### src/rtl/fft_stage_sequencer.sv
// Address/twiddle sequencer for an in-place radix-2 DIT FFT. It walks every stage,
// issues one butterfly per accepted handshake and drains write-backs between stages.
module fft_stage_sequencer #(
  parameter int ADDR_WIDTH = 12,
  parameter int TW_WIDTH   = 11
) (
  input  logic                  i_clk,
  input  logic                  i_rst,
  input  logic                  i_DATA_LOADED,
  input  logic [ADDR_WIDTH-1:0] i_SAMPLES_NUMBER,
  input  logic                  i_BFLY_READY,
  input  logic                  i_WB_VALID,
  output logic                  o_BFLY_VALID,
  output logic [ADDR_WIDTH-1:0] o_ADDR_A,
  output logic [ADDR_WIDTH-1:0] o_ADDR_B,
  output logic [TW_WIDTH-1:0]   o_TWIDDLE_IDX,
  output logic [3:0]            o_STAGE,
  output logic                  o_BUSY,
  output logic                  o_CALC_END,
  output logic                  o_ERR
);

  typedef enum logic [2:0] {S_IDLE, S_CHECK, S_ISSUE, S_DRAIN, S_DONE, S_ERR} state_t;

  state_t                state;
  logic [ADDR_WIDTH-1:0] n_lat, k, k_nxt, last_k, outstanding, out_nxt;
  logic [3:0]            stage, stage_nxt, log2n, chk_log2;
  logic                  legal, xfer;

  // Upper leg: insert a zero at bit 'st' of k, i.e. group base plus offset j.
  function automatic logic [ADDR_WIDTH-1:0] addr_a_f(input logic [ADDR_WIDTH-1:0] kk,
                                                     input logic [3:0] st);
    logic [ADDR_WIDTH-1:0] msk;
    msk = (ADDR_WIDTH'(1) << st) - ADDR_WIDTH'(1);
    return ((kk >> st) << (st + 4'd1)) | (kk & msk);
  endfunction

  function automatic logic [TW_WIDTH-1:0] tw_f(input logic [ADDR_WIDTH-1:0] kk,
                                               input logic [3:0] st, input logic [3:0] lg);
    logic [ADDR_WIDTH-1:0] msk;
    msk = (ADDR_WIDTH'(1) << st) - ADDR_WIDTH'(1);
    return TW_WIDTH'((kk & msk) << (lg - 4'd1 - st));
  endfunction

  always_comb begin
    chk_log2 = '0;
    for (int i = 0; i < ADDR_WIDTH; i++)
      if (n_lat[i]) chk_log2 = 4'(i);
  end

  assign legal     = (n_lat >= ADDR_WIDTH'(4)) && ((n_lat & (n_lat - ADDR_WIDTH'(1))) == '0);
  assign last_k    = (n_lat >> 1) - ADDR_WIDTH'(1);
  assign k_nxt     = k + ADDR_WIDTH'(1);
  assign stage_nxt = stage + 4'd1;
  assign xfer      = (state == S_ISSUE) && o_BFLY_VALID && i_BFLY_READY;
  assign o_STAGE   = stage;

  // Issue and retire in the same cycle cancel; a retire with nothing in flight is dropped.
  always_comb begin
    out_nxt = outstanding;
    if (xfer && !i_WB_VALID)
      out_nxt = outstanding + ADDR_WIDTH'(1);
    else if (!xfer && i_WB_VALID && (outstanding != '0))
      out_nxt = outstanding - ADDR_WIDTH'(1);
  end

  always_ff @(posedge i_clk) begin
    if (i_rst) begin
      state         <= S_IDLE;
      n_lat         <= '0;
      log2n         <= '0;
      k             <= '0;
      stage         <= '0;
      outstanding   <= '0;
      o_BFLY_VALID  <= 1'b0;
      o_ADDR_A      <= '0;
      o_ADDR_B      <= '0;
      o_TWIDDLE_IDX <= '0;
      o_BUSY        <= 1'b0;
      o_CALC_END    <= 1'b0;
      o_ERR         <= 1'b0;
    end else begin
      outstanding <= out_nxt;
      case (state)
        S_IDLE, S_DONE, S_ERR: begin
          if (i_DATA_LOADED) begin
            n_lat      <= i_SAMPLES_NUMBER;
            o_ERR      <= 1'b0;
            o_CALC_END <= 1'b0;
            o_BUSY     <= 1'b1;
            state      <= S_CHECK;
          end
        end
        S_CHECK: begin
          if (!legal) begin
            o_ERR  <= 1'b1;
            o_BUSY <= 1'b0;
            state  <= S_ERR;
          end else begin
            log2n         <= chk_log2;
            stage         <= '0;
            k             <= '0;
            o_BFLY_VALID  <= 1'b1;
            o_ADDR_A      <= '0;
            o_ADDR_B      <= ADDR_WIDTH'(1);
            o_TWIDDLE_IDX <= '0;
            state         <= S_ISSUE;
          end
        end
        S_ISSUE: begin
          if (xfer) begin
            if (k == last_k) begin
              o_BFLY_VALID <= 1'b0;
              state        <= S_DRAIN;
            end else begin
              k             <= k_nxt;
              o_ADDR_A      <= addr_a_f(k_nxt, stage);
              o_ADDR_B      <= addr_a_f(k_nxt, stage) + (ADDR_WIDTH'(1) << stage);
              o_TWIDDLE_IDX <= tw_f(k_nxt, stage, log2n);
            end
          end
        end
        S_DRAIN: begin
          // Look at the post-update count so the stage advances right after the last retire.
          if (out_nxt == '0) begin
            if (stage == log2n - 4'd1) begin
              o_BUSY     <= 1'b0;
              o_CALC_END <= 1'b1;
              state      <= S_DONE;
            end else begin
              stage         <= stage_nxt;
              k             <= '0;
              o_BFLY_VALID  <= 1'b1;
              o_ADDR_A      <= '0;
              o_ADDR_B      <= ADDR_WIDTH'(1) << stage_nxt;
              o_TWIDDLE_IDX <= '0;
              state         <= S_ISSUE;
            end
          end
        end
        default: state <= S_IDLE;
      endcase
    end
  end

endmodule

### config.mk
export PLATFORM = sky130hd
export DESIGN_NAME = fft_stage_sequencer
export DESIGN_NICKNAME = d
export VERILOG_FILES = /design/src/rtl/fft_stage_sequencer.sv
export SDC_FILE = /design/constraint.sdc
export NUM_CORES = 1
export LEC_CHECK = 0
export ABC_AREA = 1
export CORE_UTILIZATION = 60
export DETAILED_ROUTE_END_ITERATION = 10
export GPL_ROUTABILITY_DRIVEN = 0
export PLACE_DENSITY = 0.94
export REMOVE_ABC_BUFFERS = 1
export SYNTH_ARGS = -nofsm -noshare
export SYNTH_HDL_FRONTEND = slang
export SYNTH_SLANG_ARGS = --single-unit
### constraint.sdc
create_clock -name i_clk -period 4.75 [get_ports i_clk]
set_input_delay 0.95 -clock i_clk [delete_from_list [all_inputs] [get_ports i_clk]]
set_output_delay 0.95 -clock i_clk [all_outputs]
set_load 0.03 [all_outputs]
Word level (Yosys, flattened, before mapping)
Index checks and enable logic that the tools add are counted.
- add/subtract/negate cells: 10
- magnitude comparators: 1
- eq/ne operators: 16
- shifts and indexed selects: 5
- multiplexer cells: 62
- bitwise gates (word level): 3
- reduce and logical (&&, ||, !) cells: 27
- operator list (operator ; number):
    $mux W12 ; 14
    $pmux W12 S3 ; 3
    $mux W11 ; 5
    $mux W4 ; 12
    $pmux W11 S3 ; 1
    $add A12 B1 Y12 const B ; 2
    $and A12 B12 Y12 ; 2
    $logic_not A12 Y1 ; 2
    $shl A1 B4 Y12 const A ; 2
    $sub A12 B1 Y12 const B ; 2
    $mux W3 ; 6
    $ne A2 B2 Y1 const B ; 8
    $mux W1 ; 14
    $add A12 B12 Y12 ; 1
    $eq A12 B12 Y1 ; 1
    $ge A12 B3 Y1 const B ; 1
    $or A12 B12 Y12 ; 1
    $pmux W3 S4 ; 1
    $reduce_and A4 Y1 ; 3
    $reduce_and A6 Y1 ; 2
    $reduce_bool A12 Y1 ; 1
    $shl A12 B4 Y11 ; 1
    $shl A12 B4 Y12 ; 1
    $shr A12 B4 Y12 ; 1
    other kinds (23) ; 37
- flip-flop bits (word level): 86
- input bits: 17
- logic and storage cells: 137

Logic depth before layout (Yosys ltp)
- depth after elaboration: 11
- depth in mapped cells: 34
- mapped depth without buffers: 34

Worst setup path before layout
OpenSTA, ideal clock, no wires.
- path kind: reg2reg
- from: reg stage[0] (netlist: o_STAGE[0])
- to: reg o_ADDR_B[10]
- setup time: 132 ps
- arrival: 4077 ps
- data required time: 4618 ps
- slack: 541 ps
- cell stages (with the launch flop): 26
- path buffers: 2
- period minus slack after synthesis: 4209 ps
- cells stage by stage: dfxtp_1 -> clkinv_1 -> clkbuf_1 -> buf_1 -> ha_1 -> nand2_1 -> inv_1 -> nor2_1 -> nand4_1 -> or2_2 -> nand3_1 -> nand2_1 -> ha_1 -> a21oi_1 -> o21ai_0 -> a21oi_1 -> nor2_1 -> nor2_1 -> o21bai_1 -> a21oi_1 -> o21bai_1 -> or2_2 -> nand3_1 -> o21ai_0 -> nand2_1 -> a21oi_1
- word-level cells in the longest chain between the ends: 8
- elaborated cells on any way between the ends: 17
- classes of those cells: add/sub: 3; eq/ne: 2; shift: 4; mux: 5; bitwise: 2; reduce/logical: 1
- RTL lines (item ; RTL line ; text):
    from (decl) ; 27 ; logic [3:0] stage, stage_nxt, log2n, chk_log2;
    from (signal assigned) ; 131 ; stage <= stage_nxt;
    $shl A1 B4 Y12 ; 34, 118 ;
    $sub A12 B2 Y12 ; 34 ; msk = (ADDR_WIDTH'(1) << st) - ADDR_WIDTH'(1);
    $and A12 B12 Y12 ; 35 ; return ((kk >> st) << (st + 4'd1)) | (kk & msk);
    $or A12 B12 Y12 ; 35 ;
    $add A12 B12 Y12 ; 118 ; o_ADDR_B <= addr_a_f(k_nxt, stage) + (ADDR_WIDTH'(1) << stage);
    $mux W12 ; 112 ; if (k == last_k) begin
    $mux W12 ; 111 ; if (xfer) begin
    $pmux W12 S3 ; 84 ; case (state)
    to (signal assigned) ; 118 ;
    to (signal assigned) ; 135 ; o_ADDR_B <= ADDR_WIDTH'(1) << stage_nxt;
    to (decl) ; 15 ; output logic [ADDR_WIDTH-1:0] o_ADDR_B,
Several ways; a longest one is shown, not always the timed one. The select of a mux whose other input is x is not followed.
A chain may end at the register's enable or synchronous reset.

Worst setup path after layout
Ends and elaborated chain as after synthesis.

==> results.ini <==
[worst_setup_path]
max_stage_delay_ns=0.58
worst_ep_arrival_time_ns=4.65
critical_path.endpoint_type=flip-flop
crit_chain=clkinvlp_4 > ha_2 > clkinv_1 > nand3_1 > nand2_1 > o31ai_1 > ha_1 > a21oi_1 > o21ai_0 > a21oi_1 > nor2_1 > nor2_1 > o21bai_1 > a21oi_1 > o21bai_1 > or2_2 > nand3_1 > o21ai_0 > nand2_1 > a21oi_1
cp-start-kind=flip-flop
required_ns=4.96
cpMaxStageDelayCell=ha_2
path_max_fanout=17
crit_type=flip-flop to flip-flop
crit_top_cell=a21oi_1

[placement]
dpl.hpwl_um=14500
portBuffers=59
place_area_um2=7680

[hold_path]
hp-class=flip-flop to flip-flop

[route]
first_iter_violations=942
ant_nets=0
wl_per_cell_um=15.0
via_per_inst=5.99
vias=7880
dr.pass1.iters=6
drc=0
totalWireLength_um=19700

[pwr]
combPwrFrac_pct=69.4
ir_drop_mv=0.515
swShare_pct=54.7
pwr-share-seq_pct=18.5
p_per_area_nw_per_um2=722
p_int_mw=2.62
p_clk_share_pct=12.1
p_sw_mw=3.16
total_leakage_power_nw=3.45

[yosys]
synthCells=1131
synth_top_area_share_pct=24.4
async_flop_share_pct=0
avgSynthCellArea_um2=6.24
ys_seq_area_share_pct=24.4
synth_top_area_cell=dfxtp_1
yosys_warnings=0
synth_area_leaders=dfxtp_1 (24%), nand2_1 (15%), nand3_1 (9.7%), a21oi_1 (7.0%), inv_1 (6.0%)
synth-edff-count=0
synth_seq_cells=86
ys.flop_type=dfxtp_1
synthesis.area_um2=7050
ys_types=55

[clock_network]
clockBufferDepth=2
htreeDepth=3
cts.sinks=86
cts_setup_buffers=0
cts_tree=built
clk_pin_slew_ns=0.07
root_buffer=clkbuf_16
clk_latency_ns=0.36
cts_buffers=9

[sta]
maxSlewViolCount=0
slew_headroom_pct=48.5
period_needed_ns=4.45
fmax_ghz=0.225
worst_pin_slew_ns=0.771
hold_ws_ns=0.455
hold_viol_final=0
finalSetupViolations=0
layout_worst_path_cycle_share_pct=93.6
fin_skew_ns=0.00958

[cells_and_area]
final-seq-area_um2=1720
multi_input_area_um2=4690
fill_cells=974
antenna_cells=0
post-route-util_pct=70.0
nets=1218
final_design_area_no_fill_um2=8000
area_growth_pct=13.4
drive_above_1_share_pct=6.91

[global_routing]
grt_pass1_wl_um=33300
grt_antenna_before_repair=0
grt_overflow=0
grt_start_max_net_pins=64
grtUsageTotal_pct=32.8
grt_pass1_vias=7277

[floorplan]
die_h_um=110
die_area_um2=12200
dieWidth_um=110
initial_core_util_pct=61.8
boundaryPins=60
rows=39
coreArea_um2=11400

[status]
outcome=finished, final reports clean

[run]
cap_viol_max_count=0

==> Yosys cell counts (4+ instances only) <==
library cell / count
clkinv_1: 4
nand4_1: 24
a21oi_2: 10
nand3_1: 137
a21oi_1: 98
xor2_1: 30
a31oi_1: 6
dfxtp_1: 86
o21ai_0: 80
nand2_1: 283
nand2_2: 12
nor2_1: 80
ha_1: 31
inv_2: 4
a211oi_1: 8
o31ai_1: 5
o21bai_1: 4
buf_2: 9
nor2_2: 6
buf_6: 4
clkbuf_1: 26
xnor2_1: 7
nor3_1: 17
inv_1: 113
==> cell usage in the layout, fill, tap and decap left out, types with 5 or more instances in the layout <==
cell type / synthesis / layout
nor2_1: 80 / 78
nand4_1: 24 / 24
nor3_1: 17 / 17
nor2_2: 6 / 6
xor2_1: 30 / 30
a211oi_1: 8 / 8
ha_1: 31 / 29
clkdlybuf4s50_1: 0 / 58
dfxtp_1: 86 / 84
clkbuf_16: 0 / 9
a21oi_2: 10 / 10
nand2_1: 283 / 283
a31oi_1: 6 / 6
o31ai_1: 5 / 5
o21ai_0: 80 / 79
nand2_2: 12 / 12
xnor2_1: 7 / 7
a21oi_1: 98 / 98
nand3_1: 137 / 137
buf_4: 1 / 9
inv_1: 113 / 113
==> cell families (layout without fill, tap and decap cells) <==
kind of cell / count (synthesis) / in the layout / synth area share (%)
AOI/OAI and AO/OA: 231 / 231 / 18.6
muxes: 2 / 2 / 0.284
xor gates and xnor gates: 38 / 38 / 4.83
and+or+nand+nor: 577 / 577 / 36.4
DFF: 86 / 86 / 24.4
adders and majority gates: 33 / 33 / 6.07
buffers and inverters: 164 / 206 / 9.38
==> worst max-delay path, delay by kind of cell (launching register included) <==
kind / cells / cell delay (ns)
flops: 1 / 0.56
simple gates: 7 / 0.87
fa+ha+maj: 2 / 0.94
buf+inv: 2 / 0.69
compound gates: 9 / 1.23
==> metrics by stage <==
stage	TNS (ns)	instances	setup WS, ns	power (mW)
CTS	0	1316	0.165	5.67
global route	-0.0363	1316	-0.0281	6.31
floorplan	-0.435	1089	-0.322	3.99
finish	0	1316	0.304	5.78
global placement	0	1300	0.391	4.83
detailed placement	0	1300	0.201	4.93
==> metal layers <==
metal / routed length (um) / share of wire, % / GRT usage (%) / vias up
met5: 0 / 0 / 0 / -
met4: 817 / 4.1 / 15.3 / 0
li1: - / - / - / 3844
met2: 8930 / 45 / 52.8 / 398
met3: 1830 / 9.3 / 7.19 / 87
met1: 8150 / 41 / 41.6 / 3551
==> timing repair <==
action | CTS | global route
hold buffers | 0 | 0
gates resized for setup | 0 | 10
setup endpoints to repair | 0 | 2
hold endpoints to repair | 0 | 0
==> registers in the layout, indices dropped and copies added, names as in the netlist <==
| name | cells |
|---|---|
| k | 12 |
| log2n | 4 |
| n_lat | 12 |
| o_ADDR_A | 12 |
| o_ADDR_B | 12 |
| o_BFLY_VALID | 1 |
| o_BUSY | 1 |
| o_CALC_END | 1 |
| o_ERR | 1 |
| o_STAGE | 4 |
| o_TWIDDLE_IDX | 11 |
| outstanding | 12 |
| state | 3 |
==> path summary, 6_finish.rpt <==
kind / startpoint / endpoint / slack, ns / depth (start not counted)
hold reg to reg: o_CALC_END / o_CALC_END / 0.46 / 2
setup / recovery: o_STAGE[0] / o_ADDR_B[10] / 0.30 / 20
setup reg to reg: o_STAGE[0] / o_ADDR_B[10] / 0.30 / 20
hold / removal: o_CALC_END / o_CALC_END / 0.46 / 2
==> power groups by stage <==
stage	registers, mW	clock network, mW	logic, mW
after floorplan	1.19	0	2.80
after global placement	1.07	0	3.77
after detailed placement	1.07	0	3.86
after CTS	1.06	0.708	3.90
after global routing	1.09	0.738	4.48
final	1.07	0.698	4.01
==> cell type report <==
class                   count  share of cell area, %
clock buffers               9                   2.82
clock inverters             7                  0.798
inverters                 122                   5.79
multi-input cells         881                   58.6
flip-flops and latches     86                   21.6
well taps                 143                   2.24
repair buffers             68                   8.17
Note: power is estimated with default switching activity, not from simulation.
==> variant 1: new RTL, same flow settings <==
The 6 states of `state_t` get a one-hot encoding in 6 bits.
--- a/src/rtl/fft_stage_sequencer.sv
+++ b/src/rtl/fft_stage_sequencer.sv
@@ -22,3 +22,3 @@
 
-  typedef enum logic [2:0] {S_IDLE, S_CHECK, S_ISSUE, S_DRAIN, S_DONE, S_ERR} state_t;
+  typedef enum logic [5:0] {S_IDLE = 6'b000001, S_CHECK = 6'b000010, S_ISSUE = 6'b000100, S_DRAIN = 6'b001000, S_DONE = 6'b010000, S_ERR = 6'b100000} state_t;
 
Function: no difference found for any inputs over 4 cycles, from zero or initial values and one cycle with i_rst high; so few cycles prove little.
==> variant 1 against the original RTL <==
  * Cell area rose by 3.9%
  * Worst setup slack improved by 0.0097 ns
  * Wire length rose by 8.0%
  * Fmax rose by 0.22%
  * Utilization fell by 0.89 points
  * Non-clock buffer count rose by 2
  * Sequential cell count rose by 3
  * Area after synthesis rose by 4.6%
  * Count of clock-buffer cells in the layout rose by 4
  * Largest cell class unchanged
Power is not compared: it rests on default switching activity, and its combinational part moved more than twofold at a synthesized area within 25%.
==> variant 1: results (changes against the original RTL) <==
outcome:
  status: "completed"  # unchanged
global_route:
  grt_first_pass_wirelength_um: 35400  # was 33290 um
  grt_pass1_vias: 7597  # was 7277
  grt_most_used_layer: "met2"  # unchanged
  grt_usage_pct: 34.38  # was 32.75%
  grtUsageMet1_pct: 43.46  # was 41.56%
  use_met2_pct: 54.69  # was 52.80%
  grt_max_degree: 39  # was 64
  antenna_found_initial: 0  # unchanged
  use_met3_pct: 8.463  # was 7.190%
place:
  portBuffers: 59  # unchanged
  dpl.hpwl_um: 16180  # was 14510 um
  pre_cts_slack_ns: 0.4636  # was 0.2013 ns
cts:
  cts_setup_buffers: 0  # unchanged
  clockBufferDepth: 2  # unchanged
  insertion_delay_ns: 0.36  # about the same
  cts_max_level: 3  # unchanged
  path_clk_slew_ns: 0.06
  post_cts_resized: 0  # unchanged
  cts_root_buf: "clkbuf_16"  # unchanged
  numCtsBuffers: 9  # unchanged
detailed_routing:
  vias: 8487  # was 7880
  wire_per_inst_um: 15.09  # was 14.99 um
  drt_iter0_markers: 1016  # was 942
  first_pass_iters: 7  # was 6
power_and_ir_drop:
  irDropWorstVdd_uv: 163.0
  leakagePower_nw: 3.563
critical_path:
  cp_max_fo: 6  # was 17
  arrival_ns: 4.72  # was 4.65 ns
  cp_slowest_stage_delay_ns: 0.50  # was 0.58 ns
  critical-path-slowest-cell: "dfxtp_1"  # was ha_2
timing:
  setup_viol: 0  # unchanged
  skew_ns: 0.009713  # was 0.009582 ns
  worstMarginPinSlew_ns: 0.8482  # was 0.7705 ns
logic_synthesis:
  synthDistinctLibCells: 48  # was 55
  synth.cells.most_frequent: "310 x nand2_1, 142 x nand3_1, 131 x inv_1, 121 x nor2_1, 103 x a21oi_1"  # was 283 x nand2_1, 137 x nand3_1, 113 x inv_1, 98 x a21oi_1, 86 x dfxtp_1
  async_flop_share_pct: 0  # unchanged
  synth-seq-area-share_pct: 24.14  # was 24.41%
  ys_top_cells_by_area: "dfxtp_1 24%, nand2_1 16%, nand3_1 9.6%"  # was dfxtp_1 24%, nand2_1 15%, nand3_1 9.7%
  synth_warnings: 0  # unchanged
finish:
  drive_above_1_share_pct: 4.348  # was 6.905%
  n_antenna_cell: 0  # unchanged
  layout.nets: 1312  # was 1218
min_path:
  hp-class: "flop to flop"  # unchanged
[variant 1: cells by family (layout without fill, tap and decap cells)]
logic type / after synthesis / count (layout) / synth area share (%)
mux: 4 / 4 / 0.5426
flops: 89 / 89 / 24.14
xor+xnor: 42 / 42 / 4.985
buf+inv: 183 / 224 / 9.800
compound gates: 229 / 229 / 16.72
fa+ha+maj: 34 / 34 / 5.968
simple gates: 643 / 643 / 37.84
[variant 1: final timing paths]
check                                                   start                       endpoint  slack (ns)  cells past startpoint
worst max-delay path                        k[0]$_SDFFE_PP0P_      o_ADDR_B[11]$_SDFFE_PP0P_        0.31                     32
worst min-delay path            o_TWIDDLE_IDX[2]$_SDFFE_PP0P_  o_TWIDDLE_IDX[2]$_SDFFE_PP0P_        0.44                      2
worst max register to register              k[0]$_SDFFE_PP0P_      o_ADDR_B[11]$_SDFFE_PP0P_        0.31                     32
worst min register to register  o_TWIDDLE_IDX[2]$_SDFFE_PP0P_  o_TWIDDLE_IDX[2]$_SDFFE_PP0P_        0.44                      2
[variant 1: cell type report]
class | count | area [sq um]
sequential | 89 | 1782
tap | 147 | 183.9
fill | 1005 | 3705
clock buffer | 13 | 260.3
multi-input combinational | 952 | 4877
inverter | 139 | 521.8
clock inverter | 2 | 13.76
timing repair buffer | 70 | 668.1
[variant 1: metrics by stage]
| step | util, % | hold slack, ns | cells | cell area [sq um] |
|---|---|---|---|---|
| global route | 69.16 | 0.4719 | 1412 | 8307 |
| global placement | 66.85 | 0.4288 | 1397 | 8030 |
| finish | 69.16 | 0.4433 | 1412 | 8307 |
| floorplan | - | 0.4520 | 1180 | 7178 |
| detailed placement | 66.85 | 0.4336 | 1397 | 8030 |
| CTS | 69.14 | 0.4458 | 1412 | 8304 |
[variant 1: routing by layer]
layer,wire length [um],vias up
met5,0,-
met4,822,0
met3,2375,88
met2,9497,517
met1,8614,3779
li1,-,4103
[variant 1: critical path: cells and delay by family, from the launching register on]
| kind | cells | cell delay [ns] |
|---|---|---|
| compound gates | 4 | 0.83 |
| fa+ha+maj | 2 | 0.61 |
| flops | 1 | 0.50 |
| buf+inv | 2 | 0.12 |
| simple gates | 23 | 2.13 |
| xor+xnor | 1 | 0.17 |
[variant 1: power breakdown]
part / leakage, nW / internal, mW / switching (mW)
combinational: 2.70 / 0.331 / 0.591
clock: 0.136 / 0.381 / 0.297
sequential: 0.723 / 0.814 / 0.0776
total: 3.56 / 1.53 / 0.966
==> variant 2: new RTL, same flow settings <==
Made on the original files. Change the parameter `ADDR_WIDTH` from 12 to 14.
--- a/src/rtl/fft_stage_sequencer.sv
+++ b/src/rtl/fft_stage_sequencer.sv
@@ -3,3 +3,3 @@
 module fft_stage_sequencer #(
-  parameter int ADDR_WIDTH = 12,
+  parameter int ADDR_WIDTH = 14,
   parameter int TW_WIDTH   = 11
Interface: changed (resized i_SAMPLES_NUMBER, o_ADDR_A and o_ADDR_B); port bits go from 60 to 66. No check against the original RTL was run, so the function may have changed too.
==> variant 2 against the original RTL <==
  * Area after synthesis rose by 15%
  * Synthesized cell count up 18%
  * Largest cell class unchanged
  * Sequential cell count increased by 10
  * Global-route usage up 1.8 points
  * Largest power group unchanged
  * The run now ends with design-rule violations left
  * Die area is 14% higher
  * Utilization shrank 0.46 points
  * Critical path type unchanged
  * Fmax grew 1.0%
  * Cell area rose by 15%
  * Wire length grew 22%
  * Non-clock buffer count is 13 higher
  * Worst setup slack better by 0.046 ns
  * Total power is 15% higher
==> variant 2: results (changes against the original RTL) <==
finish:
  flops_and_latches: 96  # was 86
  layout.nets: 1425  # was 1218
  multi_input_area_share_pct: 58.77  # was 58.64%
  design_area_sq_um: 9178  # was 7998 sq um
  multi_input_cells: 1043  # was 881
  inv_count: 141  # was 122
  final-clk-cell-share_pct: 3.708  # was 3.614%
  fillerInstances: 1059  # was 974
  postLayoutCoreUtil_pct: 69.58  # was 70.04%
critical_path:
  cp_slowest_stage_delay_ns: 0.39  # was 0.58 ns
  arrival_ns: 4.70  # was 4.65 ns
  crit_path_end: "o_ADDR_B[13]$_SDFFE_PP0P_"  # was o_ADDR_B[10]$_SDFFE_PP0P_
  startpoint: "o_STAGE[1]$_SDFFE_PP0P_"  # was o_STAGE[0]$_SDFFE_PP0P_
  cp_max_fo: 22  # was 17
outcome:
  status: "finished, violations left"  # was completed
  violations: "design-rule violations"
power_and_ir_drop:
  comb_power_share_pct: 70.3  # was 69.4%
  comb_power_mw: 4.67  # was 4.01 mW
  swShare_pct: 54.90  # was 54.72%
place:
  place_area_sq_um: 8775  # was 7682 sq um
  dpl.hpwl_um: 17400  # was 14510 um
detailed_routing:
  vias: 9517  # was 7880
  drc_errors: 2  # was 0
global_route:
  grt_first_pass_wirelength_um: 39700  # was 33290 um
  grt_pass1_vias: 8647  # was 7277
  grt_usage_pct: 34.53  # was 32.75%
  grt_max_degree: 75  # was 64
logic_synthesis:
  synth-seq-area-share_pct: 23.80  # was 24.41%
timing:
  post-route-period-util_pct: 92.62  # was 93.59%
  whs_ns: 0.4657  # was 0.4553 ns
min_path:
  min_to: "o_ADDR_B[10]$_SDFFE_PP0P_"  # was o_CALC_END$_SDFFE_PP0P_
## variant 2: logic make-up (layout without fill, tap and decap cells)
| group | Yosys count | after routing | share of synthesized area (%) |
|---|---|---|---|
| xor gates and xnor gates | 50 | 50 | 5.422 |
| DFF | 96 | 96 | 23.80 |
| and+or+nand+nor | 715 | 715 | 38.51 |
| adders and majority gates | 34 | 34 | 5.453 |
| muxes | 1 | 1 | 0.1239 |
| AOI/OAI and AO/OA | 243 | 243 | 16.67 |
| buffers and inverters | 195 | 238 | 10.02 |
## variant 2: per-layer routing
metal | global-route usage [%] | routed length [um] | vias up | part of all wire [%]
met1 | 42.08 | 9094 | 4194 | 38
li1 | - | - | 4490 | -
met3 | 7.267 | 2601 | 163 | 11
met5 | 0 | 0 | - | 0
met2 | 56.40 | 10860 | 670 | 45
met4 | 19.47 | 1421 | 0 | 5.9
## variant 2: timing repair
action | CTS | global route
hold buffers | 0 | 0
buffers inserted | 0 | 1
gates resized for setup | 0 | 20
endpoints found under the setup margin | 0 | 5
